<file path="config.mk">
export PLATFORM = sky130hd
export DESIGN_NAME = morse_tx_sequencer
export DESIGN_NICKNAME = d
export VERILOG_FILES = /design/src/rtl/morse_tx_sequencer.sv
export SDC_FILE = /design/constraint.sdc
export NUM_CORES = 1
export LEC_CHECK = 0
export CORE_MARGIN = 5
export CORE_UTILIZATION = 50
export DETAILED_ROUTE_END_ITERATION = 6
export GPL_TIMING_DRIVEN = 0
export HOLD_SLACK_MARGIN = 0.15
export PLACE_DENSITY_LB_ADDON = 0.08
export SETUP_SLACK_MARGIN = 0.4
export SLEW_MARGIN = 20
export SYNTH_ARGS = -nofsm -noshare
export SYNTH_HDL_FRONTEND = slang
export SYNTH_SLANG_ARGS = --single-unit
</file>
<file path="constraint.sdc">
create_clock -name clock -period 3.5 [get_ports clock]
set_clock_uncertainty 0.2 [all_clocks]
set_input_delay 0.7 -clock clock [delete_from_list [all_inputs] [get_ports clock]]
set_output_delay 0.7 -clock clock [all_outputs]
set_load 0.01 [all_outputs]
</file>
<file path="src/rtl/morse_tx_sequencer.sv">
// Morse keying sequencer: queues 5-bit letter codes in a small FIFO and plays each
// letter's dot/dash pattern one bit per Morse unit, with letter and word gaps.
module morse_tx_sequencer #(
    parameter int TICK_CYCLES = 25000000,
    parameter int MAX_LETTERS = 10,
    parameter int LETTER_GAP  = 3,
    parameter int WORD_GAP    = 7
) (
    input  logic                               clock,
    input  logic                               reset_n,
    input  logic [4:0]                         letter,
    input  logic                               wr_valid,
    output logic                               wr_ready,
    input  logic                               start,
    input  logic                               abort,
    output logic                               key,
    output logic                               busy,
    output logic                               done,
    output logic [$clog2(MAX_LETTERS+1)-1:0]   count
);

    localparam int CW      = $clog2(MAX_LETTERS + 1);
    localparam int PW      = $clog2(MAX_LETTERS);
    localparam int TW      = $clog2(TICK_CYCLES);
    localparam int GAP_MAX = (WORD_GAP > LETTER_GAP) ? WORD_GAP : LETTER_GAP;
    localparam int GW      = $clog2(GAP_MAX + 1);

    localparam logic [PW-1:0] PTR_LAST   = PW'(MAX_LETTERS - 1);
    localparam logic [CW-1:0] COUNT_FULL = CW'(MAX_LETTERS);
    localparam logic [TW-1:0] TICK_LAST  = TW'(TICK_CYCLES - 1);
    localparam logic [GW-1:0] LGAP_LAST  = GW'(LETTER_GAP - 1);
    localparam logic [GW-1:0] WGAP_LAST  = GW'(WORD_GAP - 1);

    typedef enum logic [2:0] {
        IDLE,
        LOAD,
        SEND,
        GAP,
        DONE
    } state_t;

    state_t state;
    state_t next_state;

    logic [4:0]    fifo_mem [MAX_LETTERS];
    logic [PW-1:0] wr_ptr;
    logic [PW-1:0] rd_ptr;
    logic [4:0]    head;
    logic          head_valid;
    logic          push;
    logic          pop;

    logic [TW-1:0] tick_cnt;
    logic [GW-1:0] gap_cnt;
    logic [13:0]   shreg;
    logic          unit_end;
    logic          more_bits;

    // Left-aligned patterns, MSB first; a zero return marks a word-space code.
    function automatic logic [13:0] pattern_of(input logic [4:0] code);
        logic [13:0] p;
        case (code)
            5'd0:    p = 14'b10111_000000000;
            5'd1:    p = 14'b111010101_00000;
            5'd2:    p = 14'b11101011101_000;
            5'd3:    p = 14'b1110101_0000000;
            5'd4:    p = 14'b1_0000000000000;
            5'd5:    p = 14'b101011101_00000;
            5'd6:    p = 14'b111011101_00000;
            5'd7:    p = 14'b1010101_0000000;
            5'd8:    p = 14'b101_00000000000;
            5'd9:    p = 14'b1011101110111_0;
            5'd10:   p = 14'b111010111_00000;
            5'd11:   p = 14'b101110101_00000;
            5'd12:   p = 14'b1110111_0000000;
            5'd13:   p = 14'b11101_000000000;
            5'd14:   p = 14'b11101110111_000;
            5'd15:   p = 14'b10111011101_000;
            5'd16:   p = 14'b1110111010111_0;
            5'd17:   p = 14'b1011101_0000000;
            5'd18:   p = 14'b10101_000000000;
            5'd19:   p = 14'b111_00000000000;
            5'd20:   p = 14'b1010111_0000000;
            5'd21:   p = 14'b101010111_00000;
            5'd22:   p = 14'b101110111_00000;
            5'd23:   p = 14'b11101010111_000;
            5'd24:   p = 14'b1110101110111_0;
            5'd25:   p = 14'b11101110101_000;
            default: p = 14'b0;
        endcase
        return p;
    endfunction

    function automatic logic [PW-1:0] ptr_next(input logic [PW-1:0] p);
        return (p == PTR_LAST) ? '0 : p + 1'b1;
    endfunction

    assign head       = fifo_mem[rd_ptr];
    assign head_valid = (head <= 5'd25);
    assign wr_ready   = (count != COUNT_FULL);
    assign push       = wr_valid && wr_ready && !abort;
    assign pop        = (state == LOAD) && !abort;
    assign unit_end   = (tick_cnt == '0);
    assign more_bits  = |shreg[12:0];

    always_ff @(posedge clock) begin
        if (push) begin
            fifo_mem[wr_ptr] <= letter;
        end
    end

    // Abort shares the reset path so a flush also returns the pointers to zero.
    always_ff @(posedge clock) begin
        if (!reset_n || abort) begin
            wr_ptr <= '0;
            rd_ptr <= '0;
            count  <= '0;
        end else begin
            if (push) begin
                wr_ptr <= ptr_next(wr_ptr);
            end
            if (pop) begin
                rd_ptr <= ptr_next(rd_ptr);
            end
            case ({push, pop})
                2'b10:   count <= count + 1'b1;
                2'b01:   count <= count - 1'b1;
                default: count <= count;
            endcase
        end
    end

    always_ff @(posedge clock) begin
        if (!reset_n) begin
            tick_cnt <= '0;
            gap_cnt  <= '0;
            shreg    <= '0;
        end else begin
            case (state)
                LOAD: begin
                    tick_cnt <= TICK_LAST;
                    if (head_valid) begin
                        shreg <= pattern_of(head);
                    end else begin
                        gap_cnt <= WGAP_LAST;
                    end
                end
                SEND: begin
                    tick_cnt <= unit_end ? TICK_LAST : tick_cnt - 1'b1;
                    if (unit_end) begin
                        if (more_bits) begin
                            shreg <= shreg << 1;
                        end else begin
                            gap_cnt <= LGAP_LAST;
                        end
                    end
                end
                GAP: begin
                    tick_cnt <= unit_end ? TICK_LAST : tick_cnt - 1'b1;
                    if (unit_end && (gap_cnt != '0)) begin
                        gap_cnt <= gap_cnt - 1'b1;
                    end
                end
                default: begin
                end
            endcase
        end
    end

    always_ff @(posedge clock) begin
        if (!reset_n) begin
            state <= IDLE;
        end else begin
            state <= next_state;
        end
    end

    always_comb begin
        next_state = state;
        if (abort) begin
            next_state = IDLE;
        end else begin
            case (state)
                IDLE: if (start && (count != '0)) next_state = LOAD;
                LOAD: next_state = head_valid ? SEND : GAP;
                SEND: if (unit_end && !more_bits) next_state = GAP;
                GAP: begin
                    if (unit_end && (gap_cnt == '0)) begin
                        next_state = (count != '0) ? LOAD : DONE;
                    end
                end
                DONE:    next_state = IDLE;
                default: next_state = IDLE;
            endcase
        end
    end

    always_comb begin
        key  = 1'b0;
        busy = 1'b0;
        done = 1'b0;
        if (state == SEND) key = shreg[13];
        if (state != IDLE) busy = 1'b1;
        if (state == DONE) done = 1'b1;
    end

endmodule

</file>
==> flow_metrics.env, run 1 <==
export IMPL_dieArea_mm2=0.01366
export IMPL_grt_start_max_net_pins=23
export IMPL_criticalPathCategory="reg -> reg"
export IMPL_dr_pass1_iters=4
export IMPL_dp_hpwl_um=9213
export IMPL_power_share_sequential=0.494
export IMPL_syn_avg_cell_area_um2=10.02
export IMPL_gr_total_overflow=0
export IMPL_nNetsFinal=636
export IMPL_cp_data_arrival_time_ns=3.19
export IMPL_power_density_mw_per_mm2=424.6
export IMPL_fillers=995
export IMPL_die_w_um=116.9
export IMPL_start_util=0.5045
export IMPL_finalNonFillerCells=761
export IMPL_die_y_um=116.9
export IMPL_grt_antenna_before_repair=0
export IMPL_yosys_top_cells_count="nor2_1, dfxtp_1, edfxtp_1, nand2_1, a21oi_1"
export IMPL_netlist_area_leader_share=0.2629
export IMPL_io_pin_count=18
export IMPL_ys_seq_elements=110
export IMPL_vias=4528
export IMPL_postCtsHoldBufs=0
export IMPL_cts_tree="built"
export IMPL_cp_data_required_time_ns=3.53
export IMPL_syn_to_final_growth_pct=15.51
export IMPL_root_buffer="clkbuf_16"
export IMPL_synth_cells=570
export IMPL_total_power_uw=2801
export IMPL_syn_area_mm2=0.005712
export IMPL_endpoint_kind="register"
export IMPL_startpoint_type="register"
export IMPL_clkLatencyLatePin_ns=0.36
export IMPL_status="finished clean"
export IMPL_antennaDiodeCount=0
export IMPL_port_buffer_count=16
export IMPL_grt_pass1_vias=4246
export IMPL_leakage_uw=0.002309
export IMPL_ys_seq_area_frac=0.4732
export IMPL_synth_top_cell_by_area="edfxtp_1"
export IMPL_synth_enable_flop_cells=50
export IMPL_multi_input_area_mm2=0.002859
export IMPL_finalSetupViolCount=0
export IMPL_drt_initial_drc_count=287
export IMPL_ys_warn_count=0
export IMPL_drv_cap=0
export IMPL_cp_max_fo=7
export IMPL_clk_path_buf_depth=2
export IMPL_hold_viol=0
export IMPL_ant_nets=0
export IMPL_core_mm2=0.01132
export IMPL_switchingPower_uw=778.0
export IMPL_via_per_inst=5.950
export IMPL_clockPowerShare=0.373
export IMPL_relSlewSlack=0.3949
export IMPL_rsz0062_at_grt="true"
export IMPL_period_share=0.9031
export IMPL_yosysUniqueCellTypes=74
export IMPL_power_frac_comb=0.133
export IMPL_fp_row_count=39
export IMPL_layout_drive_gt1_share=0.1586
export IMPL_placedCellCount=729
export IMPL_hold_path_class="reg -> reg"
export IMPL_synth_ff_type="dfxtp_1"
export IMPL_drt_wl_total_um=13130
export IMPL_slew_violations=0
export IMPL_htreeDepth=3
export IMPL_ir_worst_vdd_mv=0.4935
export IMPL_seq_area_mm2=0.002704
export IMPL_ys_async_sr_fraction=0
export IMPL_synth_area_leaders="edfxtp_1, dfxtp_1, nor2_1"
export IMPL_cts_inserted_buffers=9
export IMPL_yosysMostFrequentCell="nor2_1"
export IMPL_clk_pin_slew_ns=0.08
export IMPL_tightest_slew_ns=0.9007
export IMPL_gp_congestion=0.8724
export IMPL_clock_fmax_mhz=316.4
export IMPL_grt_usage=0.2004
export IMPL_grt_pass1_wl_um=21290
export IMPL_netSwitchingFraction=0.2777
export IMPL_drc_errors=0
export IMPL_period_needed_ns=3.161
export IMPL_p_int_uw=2023
export IMPL_routedWlPerCell_um=17.25
export IMPL_syn_nets=593
export IMPL_clock_sinks=110
-- critical path, cell delays in order, from the launching register on --
cell	delay [ns]
dfxtp_2	0.33
buf_6	0.13
mux4_2	0.50
mux2_4	0.32
o21ai_4	0.19
ha_4	0.19
nor3_4	0.04
o22a_1	0.19
o211ai_2	0.25
a32o_2	0.30
buf_6	0.16
mux2i_1	0.19
nor2_1	0.05
-- flip-flops by register name, summed over array words and instances (netlist names), named ones only --
signal,cells
fifo_mem,50
tick_cnt,25
shreg,13
count,4
rd_ptr,4
wr_ptr,4
gap_cnt,3
state,3
-- power by group through the flow --
stage / sequential, uW / clock, uW / combinational, uW
6_report: 1380 / 1050 / 373
5_1_grt: 1390 / 1120 / 402
4_1_cts: 1380 / 1070 / 360
3_5_place_dp: 1410 / 0 / 344
3_3_place_gp: 1410 / 0 / 340
2_1_floorplan: 1410 / 0 / 258
-- metrics by stage --
step / cell area [um^2] / setup slack [ns] / setup TNS (ns) / utilization / hold WS, ns
global placement: 6076 / -0.002396 / -0.002396 / 0.5367 / 0.2464
detailed placement: 6076 / -0.007135 / -0.007135 / 0.5367 / 0.2660
global route: 6598 / 0.2632 / 0 / 0.5828 / 0.2931
CTS: 6531 / 0.3404 / 0 / 0.5769 / 0.2769
finish: 6598 / 0.3393 / 0 / 0.5828 / 0.2735
floorplan: 5737 / 0.4096 / 0 / - / 0.2380
-- metal layers --
metal	vias up	GRT usage	wire length, um
met2	88	0.3075	6089
met3	13	0.05501	528
met4	0	0.06040	196
met5	-	0	0
li1	2202	-	-
met1	2225	0.2786	6316
-- timing repair --
action | CTS | global route
cloned | 1 | 0
resized for setup | 13 | 12
pin swaps | 7 | 7
endpoints found under the setup margin | 20 | 17
setup buffers | 12 | 3
-- layout make-up --
class,count,area share
plain buffers,33,0.02996
flip-flops and latches,110,0.4098
inverters,16,0.009103
well taps,143,0.02712
multi-input cells,411,0.4333
clock buffers,9,0.03414
clock inverters,7,0.01157
repair buffers,32,0.04495
-- logic make-up after synthesis --
group                    Yosys count  synth area share
AND/OR/NAND/NOR                  214            0.1930
AO/OA/AOI/OAI                    138            0.1678
flip-flops                       110            0.4732
buffers and inverters             49           0.04293
multiplexers                      36           0.07799
adder cells (fa/ha/maj)           13           0.02979
XOR/XNOR                          10           0.01533
-- placed cells by master (no fill, tap or decap), types with 6 or more instances in the layout --
cell type / count
dfxtp_1: 59
clkbuf_16: 9
o21ai_1: 6
or3_1: 8
ha_1: 11
clkdlybuf4s50_1: 16
a311oi_1: 7
inv_1: 14
buf_2: 8
nand2_1: 49
a21oi_1: 38
buf_4: 16
edfxtp_1: 50
nor3_1: 20
clkbuf_1: 13
nor2_1: 61
nand2b_1: 10
nor2b_1: 9
mux2_2: 6
buf_6: 8
nor4_1: 10
o21ai_0: 19
mux2i_1: 19
a31oi_1: 6
nand3_1: 12
-- worst paths after layout --
kind | startpoint | endpoint | slack (ns) | cells past startpoint
worst max-delay path | register | shreg[1] | 0.34 | 12
worst min-delay path | gap_cnt[0] | gap_cnt[0] | 0.27 | 2
worst max register to register | register | shreg[1] | 0.34 | 12
worst min register to register | gap_cnt[0] | gap_cnt[0] | 0.27 | 2
(Power assumes the default switching activity.)
==> run 2: changes to the inputs <==
--- a/config.mk
+++ b/config.mk
@@ -5,6 +5,8 @@
 export SDC_FILE = /design/constraint.sdc
 export NUM_CORES = 1
 export LEC_CHECK = 0
+export CAP_MARGIN = 30
+export CORE_ASPECT_RATIO = 1.1
 export CORE_MARGIN = 5
 export CORE_UTILIZATION = 50
 export DETAILED_ROUTE_END_ITERATION = 6
==> flow_metrics.env, run 2 (synthesis results as in run 1) <==
export IMPL_rsz0062_at_grt="true"
export IMPL_gp_congestion=0.8563
export IMPL_cp_data_required_time_ns=3.52
export IMPL_cts_inserted_buffers=9
export IMPL_ant_nets=0
export IMPL_cp_data_arrival_time_ns=3.15
export IMPL_place_worst_setup_slack_ns=-0.01707
export IMPL_clock_sinks=110
export IMPL_power_density_mw_per_mm2=429.9
export IMPL_grt_pass1_wl_um=21050
export IMPL_postCtsHoldBufs=0
export IMPL_hold_viol=0
export IMPL_drv_cap=0
export IMPL_io_pin_count=18
export IMPL_startpoint_type="register"
export IMPL_criticalPathCategory="reg -> reg"
export IMPL_top_register="fifo_mem"
export IMPL_antennaDiodeCount=0
export IMPL_vias=4403
export IMPL_clk_path_buf_depth=2
export IMPL_leakage_uw=0.002276
export IMPL_period_needed_ns=3.124
export IMPL_cp_max_fo=10
export IMPL_start_util=0.5038
export IMPL_grt_start_max_net_pins=20
export IMPL_tightest_slew_ns=0.8877
export IMPL_clock_fmax_mhz=320.1
export IMPL_htreeDepth=3
export IMPL_die_y_um=122.1
export IMPL_fin_tns_setup_ns=0
export IMPL_grt_antenna_before_repair=0
export IMPL_largest_reg_flops=50
export IMPL_mostFrequentLayoutCell="nor2_1"
export IMPL_fillers=999
export IMPL_root_buffer="clkbuf_16"
export IMPL_routedWlPerCell_um=16.86
export IMPL_dp_hpwl_um=9211
export IMPL_total_power_uw=2813
export IMPL_syn_to_final_growth_pct=14.57
export IMPL_finalSetupViolCount=0
export IMPL_clk_pin_slew_ns=0.08
export IMPL_relSlewSlack=0.4037
export IMPL_drt_initial_drc_count=209
export IMPL_layout_common_cells="nor2_1, dfxtp_1, edfxtp_1, nand2_1, a21oi_1"
export IMPL_grt_usage=0.1934
export IMPL_hold_path_class="reg -> reg"
export IMPL_cts_tree="built"
export IMPL_via_per_inst=5.778
export IMPL_drt_wl_total_um=12850
export IMPL_grt_pass1_vias=4171
export IMPL_drc_errors=0
export IMPL_slew_violations=0
export IMPL_setup_ws_ns=0.3760
export IMPL_status="finished clean"
export IMPL_largestRegisters="fifo_mem: 50 flops, tick_cnt: 25 flops, shreg: 13 flops"
export IMPL_gr_total_overflow=0
export IMPL_dr_pass1_iters=4
export IMPL_clkLatencyLatePin_ns=0.36
export IMPL_endpoint_kind="register"
export IMPL_period_share=0.8926
export IMPL_port_buffer_count=16
export IMPL_ir_worst_vdd_mv=0.3730
export IMPL_fp_row_count=41
export IMPL_core_mm2=0.01134
export IMPL_die_w_um=111.9
export IMPL_layout_drive_gt1_share=0.1471
export IMPL_finalNonFillerCells=762
export IMPL_placedCellCount=736
export IMPL_dieArea_mm2=0.01366
export IMPL_nNetsFinal=630
==> run 2: cell count changes in the layout (fill, tap and decap cells not counted), sizes merged <==
cell	previous run	this run
inv	21	19
buf	33	27
bufinv	0	1
clkbuf	25	26
==> run 2: metrics by stage <==
step	area [um^2]	utilization	hold WS, ns
floorplan	5737	-	0.2380
global placement	6085	0.5367	0.2476
detailed placement	6085	0.5367	0.2586
CTS	6507	0.5740	0.2708
global route	6544	0.5772	0.2951
finish	6544	0.5772	0.2673
==> run 2: layer usage <==
metal,vias to the layer above,GRT usage,share of wire
met2,73,0.3261,0.50
met4,0,0.07757,0.021
li1,2197,-,-
met1,2115,0.2438,0.45
met5,-,0,0
met3,18,0.04024,0.034
==> run 2: power by group <==
group          switching, uW  total [uW]  internal, uW
logic                    220         365           144
clock network            495        1060           570
registers               21.6        1380          1360
==> run 2: timing repair <==
action,in CTS,in global routing
setup buffers,8,1
setup endpoints to repair,26,26
cloned,0,1
pin swaps,10,13
resized for setup,15,10
==> run 2: worst paths after layout <==
check	endpoint	slack (ns)	start	depth (start not counted)
worst max register to register	shreg[13]	0.38	register	13
worst min-delay path	gap_cnt[0]	0.27	gap_cnt[0]	2
worst max-delay path	shreg[13]	0.38	register	13
worst min register to register	gap_cnt[0]	0.27	gap_cnt[0]	2
==> run 2: worst max-delay path: stages, from the launching register on <==
cell and delay, ns:
dfxtp_2 0.34, buf_8 0.13, mux4_2 0.51, mux2_4 0.31
o21ai_4 0.16, inv_2 0.07, ha_4 0.17, nor3_4 0.12
o22a_1 0.17, o211ai_2 0.11, a32o_2 0.33, buf_6 0.16
o211ai_1 0.10, a21oi_1 0.09
==> run 2: final cells by class <==
cell class | count | area (um^2) | area share
Sequential cell | 110 | 2704 | 0.4132
Multi-Input combinational cell | 411 | 2846 | 0.4350
Inverter | 16 | 60.06 | 0.009178
Buffer | 33 | 201.4 | 0.03078
Tap cell | 150 | 187.7 | 0.02868
Clock buffer | 10 | 229.0 | 0.03499
Timing Repair Buffer | 26 | 239.0 | 0.03652
Clock inverter | 6 | 76.32 | 0.01166
==> run 3: changes to the inputs <==
--- a/config.mk
+++ b/config.mk
@@ -12,7 +12,7 @@
 export DETAILED_ROUTE_END_ITERATION = 6
 export GPL_TIMING_DRIVEN = 0
 export HOLD_SLACK_MARGIN = 0.15
-export PLACE_DENSITY_LB_ADDON = 0.08
+export PLACE_DENSITY = 0.7
 export SETUP_SLACK_MARGIN = 0.4
 export SLEW_MARGIN = 20
 export SYNTH_ARGS = -nofsm -noshare
==> flow_metrics.env, run 3 (synthesis results as in run 1) <==
export IMPL_rsz0062_at_grt="true"
export IMPL_grt_pass1_vias=4343
export IMPL_via_per_inst=5.896
export IMPL_cts_tree="built"
export IMPL_slew_violations=0
export IMPL_drt_wl_total_um=12700
export IMPL_startpoint_type="register"
export IMPL_routedWlPerCell_um=16.47
export IMPL_cp_data_arrival_time_ns=3.21
export IMPL_fin_tns_setup_ns=0
export IMPL_leakage_uw=0.002319
export IMPL_clk_path_buf_depth=2
export IMPL_grt_antenna_before_repair=0
export IMPL_worstRegToRegCells=13
export IMPL_status="finished clean"
export IMPL_start_util=0.5038
export IMPL_port_buffer_count=16
export IMPL_clock_fmax_mhz=316.5
export IMPL_seq_area_mm2=0.002704
export IMPL_gp_congestion=0.8780
export IMPL_grt_pass1_wl_um=21050
export IMPL_hold_viol=0
export IMPL_drt_initial_drc_count=290
export IMPL_syn_to_final_growth_pct=15.33
export IMPL_die_y_um=122.1
export IMPL_ant_nets=0
export IMPL_gr_total_overflow=0
export IMPL_cp_max_fo=7
export IMPL_dieArea_mm2=0.01366
export IMPL_hp_start="gap_cnt[0]"
export IMPL_dr_pass1_iters=5
export IMPL_cts_inserted_buffers=9
export IMPL_grt_usage=0.1918
export IMPL_cp_data_required_time_ns=3.55
export IMPL_vias=4546
export IMPL_finalSetupViolCount=0
export IMPL_layout_drive_gt1_share=0.1578
export IMPL_grt_start_max_net_pins=22
export IMPL_mostFrequentLayoutCell="nor2_1"
export IMPL_relSlewSlack=0.4245
export IMPL_period_share=0.9028
export IMPL_dp_hpwl_um=9018
export IMPL_root_buffer="clkbuf_16"
export IMPL_ir_worst_vdd_mv=0.4657
export IMPL_antennaDiodeCount=0
export IMPL_top_register="fifo_mem"
export IMPL_clk_pin_slew_ns=0.08
export IMPL_power_density_mw_per_mm2=423.8
export IMPL_utilization=0.5811
export IMPL_drc_errors=0
export IMPL_clkLatencyLatePin_ns=0.36
export IMPL_fillers=993
export IMPL_tightest_slew_ns=0.8567
export IMPL_die_w_um=111.9
export IMPL_largestRegisters="fifo_mem: 50 flops, tick_cnt: 25 flops, shreg: 13 flops"
export IMPL_htreeDepth=3
export IMPL_nNetsFinal=639
export IMPL_clock_sinks=110
export IMPL_drv_cap=0
export IMPL_layout_common_cells="nor2_1, dfxtp_1, edfxtp_1, nand2_1, a21oi_1"
export IMPL_largest_reg_flops=50
export IMPL_io_pin_count=18
export IMPL_period_needed_ns=3.160
export IMPL_postCtsHoldBufs=0
export IMPL_multi_input_area_mm2=0.002834
export IMPL_endpoint_kind="register"
export IMPL_hold_path_class="reg -> reg"
export IMPL_fp_row_count=41
export IMPL_criticalPathCategory="reg -> reg"
export IMPL_worstHoldPathCells=2
export IMPL_core_mm2=0.01134
[run 3: final timing paths]
check	endpoint	slack, ns
max	shreg[2]	0.34
min	gap_cnt[0]	0.27
max reg2reg	shreg[2]	0.34
min reg2reg	gap_cnt[0]	0.27
[run 3: timing repair]
action | 4_1_cts | 5_1_grt
endpoints found under the setup margin | 31 | 26
setup buffers | 11 | 6
gates cloned | 0 | 1
pin swaps | 7 | 8
hold endpoints to repair | 0 | 0
gates resized for setup | 11 | 8
[run 3: worst max-delay path, cell delays in order, from the launching register on]
cell and delay, ns:
dfxtp_2 0.34, buf_8 0.12, mux4_2 0.49, mux2_4 0.31, o21ai_4 0.17, inv_2 0.08
ha_4 0.18, nor3_4 0.12, o22a_1 0.16, o211ai_2 0.13, a32o_2 0.33, buf_2 0.18
o21ai_0 0.17, a21oi_1 0.06
[run 3: power by group]
group / switching, uW / internal [uW] / leakage (uW)
clock network: 508 / 506 / 0.000146
registers: 21.1 / 1360 / 0.000936
logic: 228 / 166 / 0.00124
total: 757 / 2030 / 0.00232
[run 3: stage by stage]
| stage | cell area [um^2] | power [uW] | setup WS (ns) | hold slack (ns) | instances |
|---|---|---|---|---|---|
| 2_1_floorplan | 5737 | 1666 | 0.4096 | 0.2380 | 570 |
| 3_3_place_gp | 6085 | 1748 | 0.02217 | 0.2458 | 736 |
| 3_5_place_dp | 6085 | 1757 | 0.02344 | 0.2652 | 736 |
| 4_1_cts | 6511 | 2776 | 0.3757 | 0.2772 | 763 |
| 5_1_grt | 6588 | 2900 | 0.1876 | 0.2941 | 771 |
| 6_report | 6588 | 2792 | 0.3402 | 0.2743 | 771 |
[run 3: routing by layer]
layer | up-vias | global-route usage | wire length, um
li1 | 2218 | - | -
met1 | 2187 | 0.2383 | 5593
met2 | 118 | 0.3306 | 6312
met3 | 23 | 0.03974 | 550
met4 | 0 | 0.07072 | 244
met5 | - | 0 | 0
[run 3: cell type report]
| cell class | instances | area share |
|---|---|---|
| Sequential cell | 110 | 0.4104 |
| Timing Repair Buffer | 35 | 0.04710 |
| Clock inverter | 7 | 0.01007 |
| Clock buffer | 9 | 0.03419 |
| Tap cell | 150 | 0.02849 |
| Buffer | 33 | 0.03039 |
| Multi-Input combinational cell | 411 | 0.4302 |
| Inverter | 16 | 0.009117 |
